$ cat config.mk
export PLATFORM = sky130hd
export DESIGN_NAME = async_receiver
export DESIGN_NICKNAME = d
export VERILOG_FILES = /design/src/rtl/uart_pkg.sv /design/src/rtl/baud_tick_gen.sv /design/src/rtl/async_receiver.sv
export SDC_FILE = /design/constraint.sdc
export NUM_CORES = 1
export LEC_CHECK = 0
export BUFFER_PORTS_ARGS = -buffer_cell sky130_fd_sc_hd__buf_2
export CORE_ASPECT_RATIO = 1.75
export CORE_MARGIN = 2
export CORE_UTILIZATION = 38
export CTS_CLUSTER_DIAMETER = 50
export DETAILED_ROUTE_END_ITERATION = 16
export GPL_TIMING_DRIVEN = 0
export SETUP_SLACK_MARGIN = 0.15
export SLEW_MARGIN = 20
export SYNTH_ARGS = -nofsm -noshare
export SYNTH_HDL_FRONTEND = slang
export SYNTH_SLANG_ARGS = --single-unit
$ cat constraint.sdc
create_clock -name clk -period 2.1 [get_ports clk]
set_input_delay 0.21 -clock clk [delete_from_list [all_inputs] [get_ports clk]]
set_output_delay 0.21 -clock clk [all_outputs]
set_load 0.05 [all_outputs]
$ cat src/rtl/uart_pkg.sv
// rtl/uart_pkg.sv - shared UART state encodings, default rates and divider math
// Contents:
//   DEFAULT_CLK_FREQ, DEFAULT_BAUD, DEFAULT_OVERSAMPLE : default parameters
//   rx_state_t                                         : receiver FSM encoding
//   calc_div()                                         : clk cycles per oversample tick
package uart_pkg;

   localparam int DEFAULT_CLK_FREQ   = 50_000_000;
   localparam int DEFAULT_BAUD       = 115_200;
   localparam int DEFAULT_OVERSAMPLE = 16;

   typedef enum logic [2:0] {
      IDLE      = 3'd0,
      START     = 3'd1,
      DATA      = 3'd2,
      STOP      = 3'd3,
      WAIT_HIGH = 3'd4
   } rx_state_t;

   // Integer division; clamped to 1 so a too-fast baud still yields a tick every clk.
   function automatic int calc_div(input int clk_freq, input int baud, input int oversample);
      int d;
      d = clk_freq / (baud * oversample);
      if (d < 1) begin
         d = 1;
      end
      return d;
   endfunction

endpackage

$ cat src/rtl/baud_tick_gen.sv
// rtl/baud_tick_gen.sv - free-running oversample tick generator
// Ports:
//   clk   in  system clock
//   rst_n in  asynchronous active-low reset (divider cleared to 0)
//   tick  out one-clk pulse every calc_div(CLK_FREQ, BAUD, OVERSAMPLE) clks
module baud_tick_gen
   import uart_pkg::*;
#(
   parameter int CLK_FREQ   = DEFAULT_CLK_FREQ,
   parameter int BAUD       = DEFAULT_BAUD,
   parameter int OVERSAMPLE = DEFAULT_OVERSAMPLE
) (
   input  logic clk,
   input  logic rst_n,
   output logic tick
);

   localparam int DIV = calc_div(CLK_FREQ, BAUD, OVERSAMPLE);
   localparam int CW  = (DIV > 1) ? $clog2(DIV) : 1;
   localparam logic [CW-1:0] LAST = CW'(DIV - 1);

   logic [CW-1:0] cnt;

   always_ff @(posedge clk or negedge rst_n) begin
      if (!rst_n) begin
         cnt  <= '0;
         tick <= 1'b0;
      end else if (cnt == LAST) begin
         cnt  <= '0;
         tick <= 1'b1;
      end else begin
         cnt  <= cnt + CW'(1);
         tick <= 1'b0;
      end
   end

endmodule

$ cat src/rtl/async_receiver.sv
// rtl/async_receiver.sv - 8N1 UART receiver with majority-filtered oversampling
// Ports:
//   clk            in  system clock
//   rst_n          in  asynchronous active-low reset
//   RxD            in  asynchronous serial line, idle high, LSB first
//   RxD_data       out last correctly framed byte
//   RxD_data_ready out one-clk pulse when RxD_data is updated
//   RxD_frame_err  out one-clk pulse when the stop bit samples low
//   RxD_busy       out high whenever the FSM is not IDLE
module async_receiver
   import uart_pkg::*;
#(
   parameter int CLK_FREQ   = DEFAULT_CLK_FREQ,
   parameter int BAUD       = DEFAULT_BAUD,
   parameter int OVERSAMPLE = DEFAULT_OVERSAMPLE
) (
   input  logic       clk,
   input  logic       rst_n,
   input  logic       RxD,
   output logic [7:0] RxD_data,
   output logic       RxD_data_ready,
   output logic       RxD_frame_err,
   output logic       RxD_busy
);

   localparam int CW = $clog2(OVERSAMPLE);
   localparam logic [CW-1:0] MID  = CW'(OVERSAMPLE / 2 - 1);
   localparam logic [CW-1:0] LAST = CW'(OVERSAMPLE - 1);

   logic            tick;
   logic            rx_meta;
   logic            rx_sync;
   logic [2:0]      hist;
   logic            filt;
   rx_state_t       state;
   logic [CW-1:0]   cnt;
   logic [2:0]      bit_idx;
   logic [7:0]      shreg;

   baud_tick_gen #(
      .CLK_FREQ   (CLK_FREQ),
      .BAUD       (BAUD),
      .OVERSAMPLE (OVERSAMPLE)
   ) u_tick (
      .clk   (clk),
      .rst_n (rst_n),
      .tick  (tick)
   );

   // Reset to the idle level so reset release never looks like a start edge.
   always_ff @(posedge clk or negedge rst_n) begin
      if (!rst_n) begin
         rx_meta <= 1'b1;
         rx_sync <= 1'b1;
      end else begin
         rx_meta <= RxD;
         rx_sync <= rx_meta;
      end
   end

   always_ff @(posedge clk or negedge rst_n) begin
      if (!rst_n) begin
         hist <= 3'b111;
      end else if (tick) begin
         hist <= {hist[1:0], rx_sync};
      end
   end

   // Decisions use the history as it stood before this tick's shift, so a line
   // held low is seen as a start bit on the third low tick.
   assign filt = (hist[0] & hist[1]) | (hist[0] & hist[2]) | (hist[1] & hist[2]);

   always_ff @(posedge clk or negedge rst_n) begin
      if (!rst_n) begin
         state          <= IDLE;
         cnt            <= '0;
         bit_idx        <= '0;
         shreg          <= '0;
         RxD_data       <= '0;
         RxD_data_ready <= 1'b0;
         RxD_frame_err  <= 1'b0;
      end else begin
         RxD_data_ready <= 1'b0;
         RxD_frame_err  <= 1'b0;
         if (tick) begin
            case (state)
               IDLE: begin
                  if (!filt) begin
                     state <= START;
                     cnt   <= '0;
                  end
               end
               START: begin
                  // Re-check at mid start bit; a high line here was a glitch.
                  if (cnt == MID) begin
                     cnt     <= '0;
                     bit_idx <= '0;
                     state   <= filt ? IDLE : DATA;
                  end else begin
                     cnt <= cnt + CW'(1);
                  end
               end
               DATA: begin
                  if (cnt == LAST) begin
                     cnt     <= '0;
                     shreg   <= {filt, shreg[7:1]};
                     bit_idx <= bit_idx + 3'd1;
                     if (bit_idx == 3'd7) begin
                        state <= STOP;
                     end
                  end else begin
                     cnt <= cnt + CW'(1);
                  end
               end
               STOP: begin
                  if (cnt == LAST) begin
                     cnt <= '0;
                     if (filt) begin
                        RxD_data       <= shreg;
                        RxD_data_ready <= 1'b1;
                        state          <= IDLE;
                     end else begin
                        RxD_frame_err <= 1'b1;
                        state         <= WAIT_HIGH;
                     end
                  end else begin
                     cnt <= cnt + CW'(1);
                  end
               end
               WAIT_HIGH: begin
                  // Hold off until the line idles so a break yields one error only.
                  if (filt) begin
                     state <= IDLE;
                  end
               end
               default: state <= IDLE;
            endcase
         end
      end
   end

   assign RxD_busy = (state != IDLE);

endmodule

==> flow_metrics.py, run 1 <==
metrics = {
    "detailed_routing": {
        "routedWlPerCell_um": 15.2,
        "drc": 0,
        "avgViaCountPerCell": 5.44,
        "via_count": 1158,
        "antenna_left": 0,
        "first_pass_iters": 4,
        "drt-initial-drc-count": 28,
        "wirelength_mm": 3.24,
    },
    "sta": {
        "fin_ws_ns": 0.401,
        "max_freq_mhz": 589,
        "finalHoldViolations": 0,
        "fin_crit_ns": 1.70,
        "rsz0062_at_grt": "no",
        "tns_ns": 0,
        "tightest_slew_ns": 0.831,
        "finalCritPeriodShare_pct": 80.9,
        "fin_worst_skew_ns": 0.00855,
        "relSlewSlack_pct": 44.6,
        "maxSlewViolCount": 0,
        "setup_viol": 0,
    },
    "placed_design": {
        "place_congestion": 0.781,
        "io_buffers": 13,
        "dp_hpwl_mm": 2.34,
        "dp_slack_ns": 0.393,
        "dp.cells": 205,
    },
    "finish": {
        "fin_cells": 213,
        "fillCellCount": 433,
        "final_cell_mix": "dfrtp_1 (34), mux2_2 (19), buf_2 (17)",
        "final_common_cell": "dfrtp_1",
        "drive_gt1_share_pct": 36.0,
        "nNetsFinal": 168,
        "n_antenna_cell": 0,
        "postLayoutCoreUtil_pct": 43.8,
        "multi_input_area_um2": 756,
        "area_delta_synth_final_pct": 13.0,
        "seqCellArea_um2": 982,
    },
    "cts": {
        "ctsLongestPathBuffers": 2,
        "clock_latency_ns": 0.29,
        "ctsHtreeMaxLevel": 2,
        "cts.sinks": 39,
        "cts_root_buf": "clkbuf_8",
        "holdBufCountCts": 0,
        "ctsResizeCount": 0,
        "clk_pin_slew_ns": 0.08,
        "post-cts-setup-buffers": 0,
        "numCtsBuffers": 5,
        "cts_tree": "built",
    },
    "power": {
        "irDropWorstVdd_uv": 592,
        "p_leak_nw": 0.991,
        "p_seq_share_pct": 56.9,
        "power_density_nw_per_um2": 656,
        "clkPwrFrac_pct": 41.9,
        "p_sw_mw": 0.274,
        "power_frac_comb_pct": 1.2,
        "swShare_pct": 20.6,
        "intPower_mw": 1.06,
    },
    "synth": {
        "synth_ff_type": "dfrtp_1",
        "synthCells": 140,
        "synth_edf_count": 0,
        "syn-cell-area_um2": 1790,
        "ys_seq_area_share_pct": 54.8,
        "syn_nets": 148,
        "async_reset_ff_share_pct": 100,
        "synth.distinct_cells": 44,
        "avgSynthCellArea_um2": 12.8,
        "ys_ff_latch": 39,
        "yosys_warnings": 0,
    },
    "global_routing": {
        "antenna_found_initial": 0,
        "overflow": 0,
        "grt_first_pass_wirelength_mm": 5.72,
        "grt_pass1_vias": 1261,
        "grtUsageTotal_pct": 13.7,
        "grt_max_degree": 40,
    },
    "critical_path": {
        "crit_chain": "ha_1 -> nand4_1 -> nor2_4 -> mux2_2",
        "crit_path_end_kind": "flip-flop",
        "cp_slowest_cell": "dfrtp_1",
        "arrival_ns": 1.87,
        "crit_start": "cnt[0]$_DFFE_PN0P_",
        "cp.required_ns": 2.27,
        "r2r-start": "cnt[0]$_DFFE_PN0P_",
        "crit_fanout": 8,
        "critPathMaxStageDelay_ns": 0.40,
        "crit_path_start_kind": "flip-flop",
        "criticalPathCategory": "reg -> reg",
    },
    "status": {
        "status": "finished clean",
    },
    "die": {
        "ios": 14,
        "dieArea_um2": 5310,
        "die_h_um": 94.9,
        "core_area_um2": 4620,
        "die_w_um": 55.9,
        "start_util_pct": 38.8,
        "num_rows": 33,
    },
    "flow_run": {
        "cap_viol_max_count": 0,
    },
    "min_path": {
        "hold_class": "in -> async",
    },
}
[area by class of cell]
class                   instances  share of cell area [%]
plain buffers                   7                    1.79
clock buffers                   7                    4.75
clock inverters                 1                   0.370
inverters                       5                   0.926
multi-input cells              89                    37.3
flip-flops and latches         39                    48.5
well taps                      52                    3.21
repair buffers                 13                    3.21
[Yosys cell counts (all sizes together), types with 3 or more instances]
cell / n / area, µm²
a22o: 4 / 35.0
and4: 3 / 26.3
buf: 5 / 27.5
dfrtp: 34 / 851
dfstp: 5 / 131
ha: 5 / 62.6
inv: 5 / 18.8
mux2: 19 / 214
mux2i: 4 / 40.0
nand3: 3 / 20.0
nor2: 9 / 41.3
nor3b: 4 / 30.0
o21ai: 5 / 25.0
o2bb2ai: 3 / 26.3
[metal layers]
| layer | vias to the layer above | part of all wire, % | global-route usage (%) |
|---|---|---|---|
| met4 | 0 | 3.0 | 7.14 |
| met3 | 8 | 2.7 | 2.74 |
| met5 | - | 0 | 0 |
| met2 | 20 | 54 | 24.1 |
| li1 | 548 | - | - |
| met1 | 582 | 40 | 15.7 |
[power by group through the flow]
stage / registers, mW / logic [mW] / clock network, mW
after global routing: 0.758 / 0.0200 / 0.606
after global placement: 0.771 / 0.0165 / 0
after CTS: 0.757 / 0.0177 / 0.570
after detailed placement: 0.772 / 0.0175 / 0
after floorplan: 0.772 / 0.000943 / 0
final: 0.757 / 0.0160 / 0.557
[per-stage QoR]
step	area, µm²	hold WS (ns)	total power, mW
2_1_floorplan	1790	-0.0856	0.772
3_3_place_gp	1920	0.316	0.788
3_5_place_dp	1920	0.316	0.789
4_1_cts	2030	0.0126	1.35
5_1_grt	2030	0.00693	1.38
6_report	2030	0.0100	1.33
[registers in the layout, summed over array words and instances, names as in the netlist]
signal / flops
RxD_data: 8
shreg: 8
u_tick.cnt: 5
cnt: 4
bit_idx: 3
hist: 3
state: 3
RxD_data_ready: 1
RxD_frame_err: 1
rx_meta: 1
rx_sync: 1
u_tick.tick: 1
[worst paths after layout]
path	cells after the start	slack [ns]	to
min in group clk	1	0.02	rx_meta$_DFF_PN1_
setup / recovery	4	0.40	shreg[3]$_DFFE_PN0P_
setup reg to reg	4	0.40	shreg[3]$_DFFE_PN0P_
hold / removal	1	0.01	state[0]$_DFFE_PN0P_
hold reg to reg	0	0.36	rx_sync$_DFF_PN1_
max in group asynchronous	1	1.55	RxD_data[5]$_DFFE_PN0P_
[worst max-delay path: cells and delay by family (launching register included)]
family                   cells  cell delay (ns)
AND/OR/NAND/NOR              2             0.52
flip-flops                   1             0.40
multiplexers                 1             0.37
adder cells (fa/ha/maj)      1             0.30
[logic make-up after synthesis]
family / count (synthesis) / synth area share, %
flip-flops: 39 / 54.8
AND/OR/NAND/NOR: 31 / 11.7
AO/OA/AOI/OAI: 26 / 10.7
multiplexers: 23 / 14.2
buffers and inverters: 12 / 3.07
adder cells (fa/ha/maj): 6 / 4.12
XOR/XNOR: 3 / 1.47
Note: power is estimated with default switching activity, not from simulation.
==> run 2: changes to the inputs <==
- clock period: 2.1 -> 1.7 ns (I/O delays scaled with it)
==> run 2 against run 1 <==
Compared with the run above:
- the run now ends with hold timing left
- global-route usage is 1.3 points higher
- cell area grew 12%
- critical endpoint is now RxD_busy
- critical path depth is 1 lower
==> flow_metrics.py, run 2 (synthesized netlist as in run 1, its figures left out) <==
metrics = {
    "die": {
        "die_w_um": 55.9,
        "dieArea_um2": 5310,
        "start_util_pct": 38.8,
        "core_area_um2": 4620,
        "die_h_um": 94.9,
        "ios": 14,
        "num_rows": 33,
    },
    "sta": {
        "finalCritPeriodShare_pct": 91.4,
        "rsz0062_at_grt": "yes",
        "relSlewSlack_pct": 42.9,
        "fin_crit_ns": 1.55,
        "max_freq_mhz": 643,
        "maxSlewViolCount": 0,
        "fin_worst_skew_ns": 0.0101,
        "hold_slack_ns": -0.0300,
        "setup_viol": 0,
        "tightest_slew_ns": 0.857,
        "finalHoldViolations": 16,
    },
    "cts": {
        "clock_latency_ns": 0.29,
        "cts_tree": "built",
        "clk_pin_slew_ns": 0.08,
        "cts.sinks": 39,
        "numCtsBuffers": 5,
        "cts_root_buf": "clkbuf_8",
        "ctsHtreeMaxLevel": 2,
        "ctsLongestPathBuffers": 2,
    },
    "finish": {
        "fillCellCount": 411,
        "seqCellArea_um2": 982,
        "final_cell_mix": "dfrtp_1 (34), buf_2 (14), buf_4 (12)",
        "drive_gt1_share_pct": 45.7,
        "final_common_cell": "dfrtp_1",
        "multi_input_area_um2": 842,
        "postLayoutCoreUtil_pct": 48.9,
        "nNetsFinal": 182,
        "final_area_um2": 2260,
        "n_antenna_cell": 0,
        "area_delta_synth_final_pct": 26.2,
        "top_regs": "RxD_data x8, shreg x8, u_tick.cnt x5",
        "fin_cells": 227,
    },
    "detailed_routing": {
        "first_pass_iters": 4,
        "routedWlPerCell_um": 16.0,
        "drc": 0,
        "wirelength_mm": 3.63,
        "drt-initial-drc-count": 19,
        "avgViaCountPerCell": 5.42,
        "via_count": 1230,
        "antenna_left": 0,
    },
    "critical_path": {
        "ff2ff_path_depth": 4,
        "cp.required_ns": 1.53,
        "reg2reg_slack_ns": 0.16,
        "crit_path_start_kind": "flip-flop",
        "arrival_ns": 1.38,
        "crit_fanout": 4,
        "crit_path_end_kind": "primary output",
        "r2r-start": "state[1]$_DFFE_PN0P_",
        "timing.rr.end": "shreg[5]$_DFFE_PN0P_",
        "criticalPathCategory": "reg -> out",
    },
    "global_routing": {
        "grtUsageTotal_pct": 15.1,
        "top_usage_layer": "met2",
        "grt_max_degree": 40,
        "overflow": 0,
        "grt_util_met1_pct": 17.2,
        "use_met3_pct": 2.88,
        "grt_pass1_vias": 1355,
        "antenna_found_initial": 0,
        "grt_use_met2_pct": 27.2,
        "grt_first_pass_wirelength_mm": 6.33,
    },
    "placed_design": {
        "place_congestion": 0.781,
        "io_buffers": 13,
        "dp.cells": 205,
        "place_area_um2": 1920,
        "dp_hpwl_mm": 2.34,
    },
    "flow_run": {
        "cap_viol_max_count": 0,
    },
    "min_path": {
        "hold_class": "in -> async",
    },
    "power": {
        "p_leak_nw": 1.09,
        "power_density_nw_per_um2": 728,
        "irDropWorstVdd_uv": 734,
        "p_total_mw": 1.65,
    },
    "status": {
        "status": "complete, but fails checks",
        "violations": "hold timing",
    },
}
run 2: cell types whose count changed in the layout (fill, tap and decap cells not counted), moves of 3 or more:
| cell | previous run | this run |
|---|---|---|
| buf_6 | 0 | 3 |
| mux2_4 | 0 | 8 |
| buf_2 | 17 | 14 |
| mux2_2 | 19 | 11 |
| buf_4 | 1 | 12 |
run 2: power by group:
group / switching (mW) / total [mW] / leakage (nW) / internal (mW)
Combinational: 0.0178 / 0.0218 / 0.535 / 0.00402
Sequential: 0.00169 / 0.936 / 0.507 / 0.934
Clock: 0.321 / 0.690 / 0.0505 / 0.369
run 2: cell type report:
class | instances | area share [%]
clock inverter | 1 | 0.332
sequential | 39 | 43.4
clock buffer | 7 | 4.26
buffer | 7 | 2.16
tap | 52 | 2.88
multi-input combinational | 89 | 37.2
inverter | 5 | 0.940
timing repair buffer | 27 | 8.79
run 2: worst max path at each step:
stage	from	endpoint	slack (ns)	cells after the start
after floorplan	cnt[0]$_DFFE_PN0P_	RxD_data[0]$_DFFE_PN0P_	0.21	5
after global placement	cnt[0]$_DFFE_PN0P_	shreg[5]$_DFFE_PN0P_	0.03	4
after detailed placement	cnt[0]$_DFFE_PN0P_	shreg[1]$_DFFE_PN0P_	-0.007	4
after CTS	state[0]$_DFFE_PN0P_	RxD_busy	0.15	3
after global routing	state[1]$_DFFE_PN0P_	RxD_busy	0.11	3
final	state[1]$_DFFE_PN0P_	RxD_busy	0.15	3
run 2: timing repair:
item / CTS / global route
pin swaps: 3 / 7
setup endpoints to repair: 14 / 20
hold buffers: 1 / 0
gates resized for setup: 19 / 9
hold endpoints to repair: 1 / 0
buffers inserted: 9 / 4
run 2: metrics by stage:
stage               setup TNS [ns]  setup slack, ns
floorplan                        0            0.209
global placement                 0           0.0261
detailed placement         -0.0178         -0.00707
CTS                              0            0.148
finish                           0            0.146
global route                     0            0.106
run 2: metal layers:
| metal | routed length (µm) | vias up |
|---|---|---|
| met3 | 96 | 8 |
| met5 | 0 | - |
| li1 | - | 577 |
| met4 | 87 | 0 |
| met2 | 2020 | 22 |
| met1 | 1420 | 623 |
run 2: critical path: stages (launching register included):
cell	delay, ns
dfrtp_1	0.42
buf_6	0.13
or3_4	0.38
buf_8	0.16
==> run 3: changes to the inputs <==
- SETUP_SLACK_MARGIN: 0.15 -> unset
- SYNTH_HIERARCHICAL: unset -> 1
==> run 3 against run 2 <==
Compared with the run above:
- the run still ends with hold timing left
- wire length is 1.1% higher
- maximum frequency shrank 6.8%
- cell area shrank 5.6%
- die area increased by 2.5%
- cell count is 0.44% lower
- clock power is 13% lower
- register-to-register slack got worse by 0.13 ns
- critical path depth is 2 higher
- critical path type is now reg -> reg
- largest cell class unchanged
==> flow_metrics.py, run 3 <==
metrics = {
    "status": {
        "status": "complete, but fails checks",
        "violations": "hold timing",
    },
    "synth": {
        "ys_top_cells_by_area": "dfrtp_1 (46%), mux2_2 (12%), dfstp_2 (7.1%), ha_1 (3.4%), inv_1 (2.0%)",
        "syn-cell-area_um2": 1840,
        "async_reset_ff_share_pct": 100,
        "synth_top_family_by_area": "simple AND/OR/NAND/NOR gates",
        "ys_seq_area_share_pct": 53.4,
        "synth_edf_count": 0,
        "syn_nets": 159,
        "synthMuxAreaShare_pct": 13.3,
        "synthSimpleGateAreaFrac_pct": 13.8,
        "avgSynthCellArea_um2": 12.2,
        "synth.top_cells.by_count": "dfrtp_1 (34), mux2_2 (19), inv_1 (10)",
        "yosys.area_share.xor_xnor_pct": 0.476,
        "synth_top_area_share_pct": 46.2,
        "ys_ff_latch": 39,
        "synth_ff_type": "dfrtp_1",
        "synthCells": 151,
        "synth_compound_area_share_pct": 11.2,
        "yosys_warnings": 6,
        "yosysTopAreaCell": "dfrtp_1",
        "synth.most_common_cell": "dfrtp_1",
        "synth-adder-area-share_pct": 3.94,
        "synth.distinct_cells": 45,
    },
    "critical_path": {
        "crit_fanout": 8,
        "crit_path_end_kind": "flip-flop",
        "cp_slowest_cell": "or3b_4",
        "cp.required_ns": 1.88,
        "crit_chain": "buf_6 -> or3b_4 -> nor4_4 -> buf_6 -> mux2_4",
        "criticalPathCategory": "reg -> reg",
        "critPathMaxStageDelay_ns": 0.39,
        "arrival_ns": 1.84,
        "ff2ff_path_depth": 5,
        "cp_common_cell": "buf_6",
        "crit_path_start_kind": "flip-flop",
    },
    "die": {
        "die_h_um": 96.1,
        "ios": 14,
        "core_area_um2": 4670,
        "num_rows": 33,
        "start_util_pct": 39.4,
        "die_w_um": 56.6,
        "dieArea_um2": 5440,
    },
    "finish": {
        "area_delta_synth_final_pct": 16.0,
        "top_regs": "RxD_data x8, shreg x8, u_tick/cnt x5",
        "n_antenna_cell": 0,
        "drive_gt1_share_pct": 33.3,
        "postLayoutCoreUtil_pct": 45.8,
        "final_common_cell": "dfrtp_1",
        "nNetsFinal": 181,
        "final_area_um2": 2140,
        "final_cell_mix": "dfrtp_1 (34), buf_2 (14), mux2_2 (11)",
        "fillCellCount": 450,
    },
    "power": {
        "power_density_nw_per_um2": 731,
        "p_seq_share_pct": 60.0,
        "power_frac_comb_pct": 1.4,
        "clkPwrFrac_pct": 38.6,
        "intPower_mw": 1.22,
        "p_total_mw": 1.56,
        "p_sw_mw": 0.336,
        "p_leak_nw": 1.04,
        "irDropWorstVdd_uv": 552,
        "swShare_pct": 21.5,
    },
    "detailed_routing": {
        "routedWlPerCell_um": 16.2,
        "via_count": 1263,
        "wirelength_mm": 3.67,
        "drc": 0,
        "first_pass_iters": 4,
        "drt-initial-drc-count": 15,
        "antenna_left": 0,
        "avgViaCountPerCell": 5.59,
    },
    "placed_design": {
        "dp_hpwl_mm": 2.49,
        "dp_slack_ns": -0.328,
        "place_area_um2": 1970,
        "io_buffers": 13,
        "place_congestion": 0.859,
    },
    "cts": {
        "cts_tree": "built",
        "clock_latency_ns": 0.29,
        "ctsLongestPathBuffers": 2,
        "cts.sinks": 39,
        "ctsHtreeMaxLevel": 2,
        "numCtsBuffers": 5,
        "cts_root_buf": "clkbuf_8",
        "clk_pin_slew_ns": 0.07,
    },
    "sta": {
        "maxSlewViolCount": 0,
        "hold_slack_ns": -0.0207,
        "tightest_slew_ns": 0.845,
        "relSlewSlack_pct": 43.7,
        "fin_crit_ns": 1.67,
        "tns_ns": 0,
        "setup_viol": 0,
        "finalHoldViolations": 34,
        "fin_worst_skew_ns": 0.00288,
        "fin_ws_ns": 0.0327,
        "max_freq_mhz": 600,
        "finalCritPeriodShare_pct": 98.1,
    },
    "global_routing": {
        "grtUsageTotal_pct": 14.9,
        "antenna_found_initial": 0,
        "grt_first_pass_wirelength_mm": 6.17,
        "grt_max_degree": 40,
        "overflow": 0,
        "grt_pass1_vias": 1251,
    },
    "min_path": {
        "hold_class": "in -> async",
    },
    "flow_run": {
        "cap_viol_max_count": 0,
    },
}
==> run 3: cell count changes after synthesis, moves of 3 or more <==
cell / change
clkbuf_1: +4
buf_2: -3
nand2_1: +3
nor3b_1: -3
and4_1: -3
inv_1: +6
==> run 3: final timing paths <==
check                                startpoint                      end  slack [ns]
min reg2reg                   rx_meta$_DFF_PN1_        rx_sync$_DFF_PN1_        0.36
min                                       rst_n     state[1]$_DFFE_PN0P_       -0.02
max in group asynchronous                 rst_n  RxD_data[2]$_DFFE_PN0P_        1.19
min in group clk              rx_meta$_DFF_PN1_        rx_sync$_DFF_PN1_        0.36
max                        state[0]$_DFFE_PN0P_     shreg[7]$_DFFE_PN0P_        0.03
max reg2reg                state[0]$_DFFE_PN0P_     shreg[7]$_DFFE_PN0P_        0.03
==> run 3: stage by stage <==
step | hold slack (ns) | instances
floorplan | -0.126 | 151
global placement | 0.276 | 216
detailed placement | 0.279 | 216
CTS | 0.0183 | 229
global route | 0.0548 | 226
finish | -0.0207 | 226
==> run 3: per-layer routing <==
metal / vias up / track usage (%) / routed length (µm)
met2: 35 / 26.1 / 2020
met3: 9 / 2.69 / 138
met4: 0 / 8.53 / 99
met5: - / 0 / 0
met1: 628 / 16.8 / 1410
li1: 591 / - / -
==> run 3: logic make-up after synthesis <==
| kind of cell | Yosys count |
|---|---|
| adders and majority gates | 6 |
| xor gates and xnor gates | 1 |
| buffers and inverters | 17 |
| AOI/OAI and AO/OA | 27 |
| muxes | 22 |
| DFF | 39 |
| and+or+nand+nor | 39 |
==> run 3: power by group through the flow <==
stage	logic [mW]	registers [mW]	clock network (mW)
after global placement	0.0210	0.953	0
after floorplan	0.00163	0.953	0
after global routing	0.0272	0.936	0.670
after CTS	0.0246	0.936	0.631
after detailed placement	0.0227	0.954	0
final	0.0224	0.936	0.603
==> run 3: critical path, delay by kind of cell (launching register included) <==
kind                   cells  cell delay, ns
AND/OR/NAND/NOR            2            0.54
flip-flops                 1            0.38
buffers and inverters      2            0.31
multiplexers               1            0.31
==> run 3: repair_timing <==
action / 4_1_cts / 5_1_grt
hold buffers: 1 / 0
gates resized for setup: 3 / 17
pin swaps: 4 / 2
setup buffers: 4 / 0
hold endpoints to repair: 1 / 0
endpoints found under the setup margin: 16 / 18
==> run 3: cell type report <==
class,count,area [µm²],share of cell area (%)
Sequential cell,39,982,46.0
Multi-Input combinational cell,95,832,39.0
Timing Repair Buffer,18,109,5.10
Clock buffer,6,72.6,3.40
Tap cell,52,65.1,3.05
Inverter,10,37.5,1.76
Buffer,4,25.0,1.17
Clock inverter,2,12.5,0.586
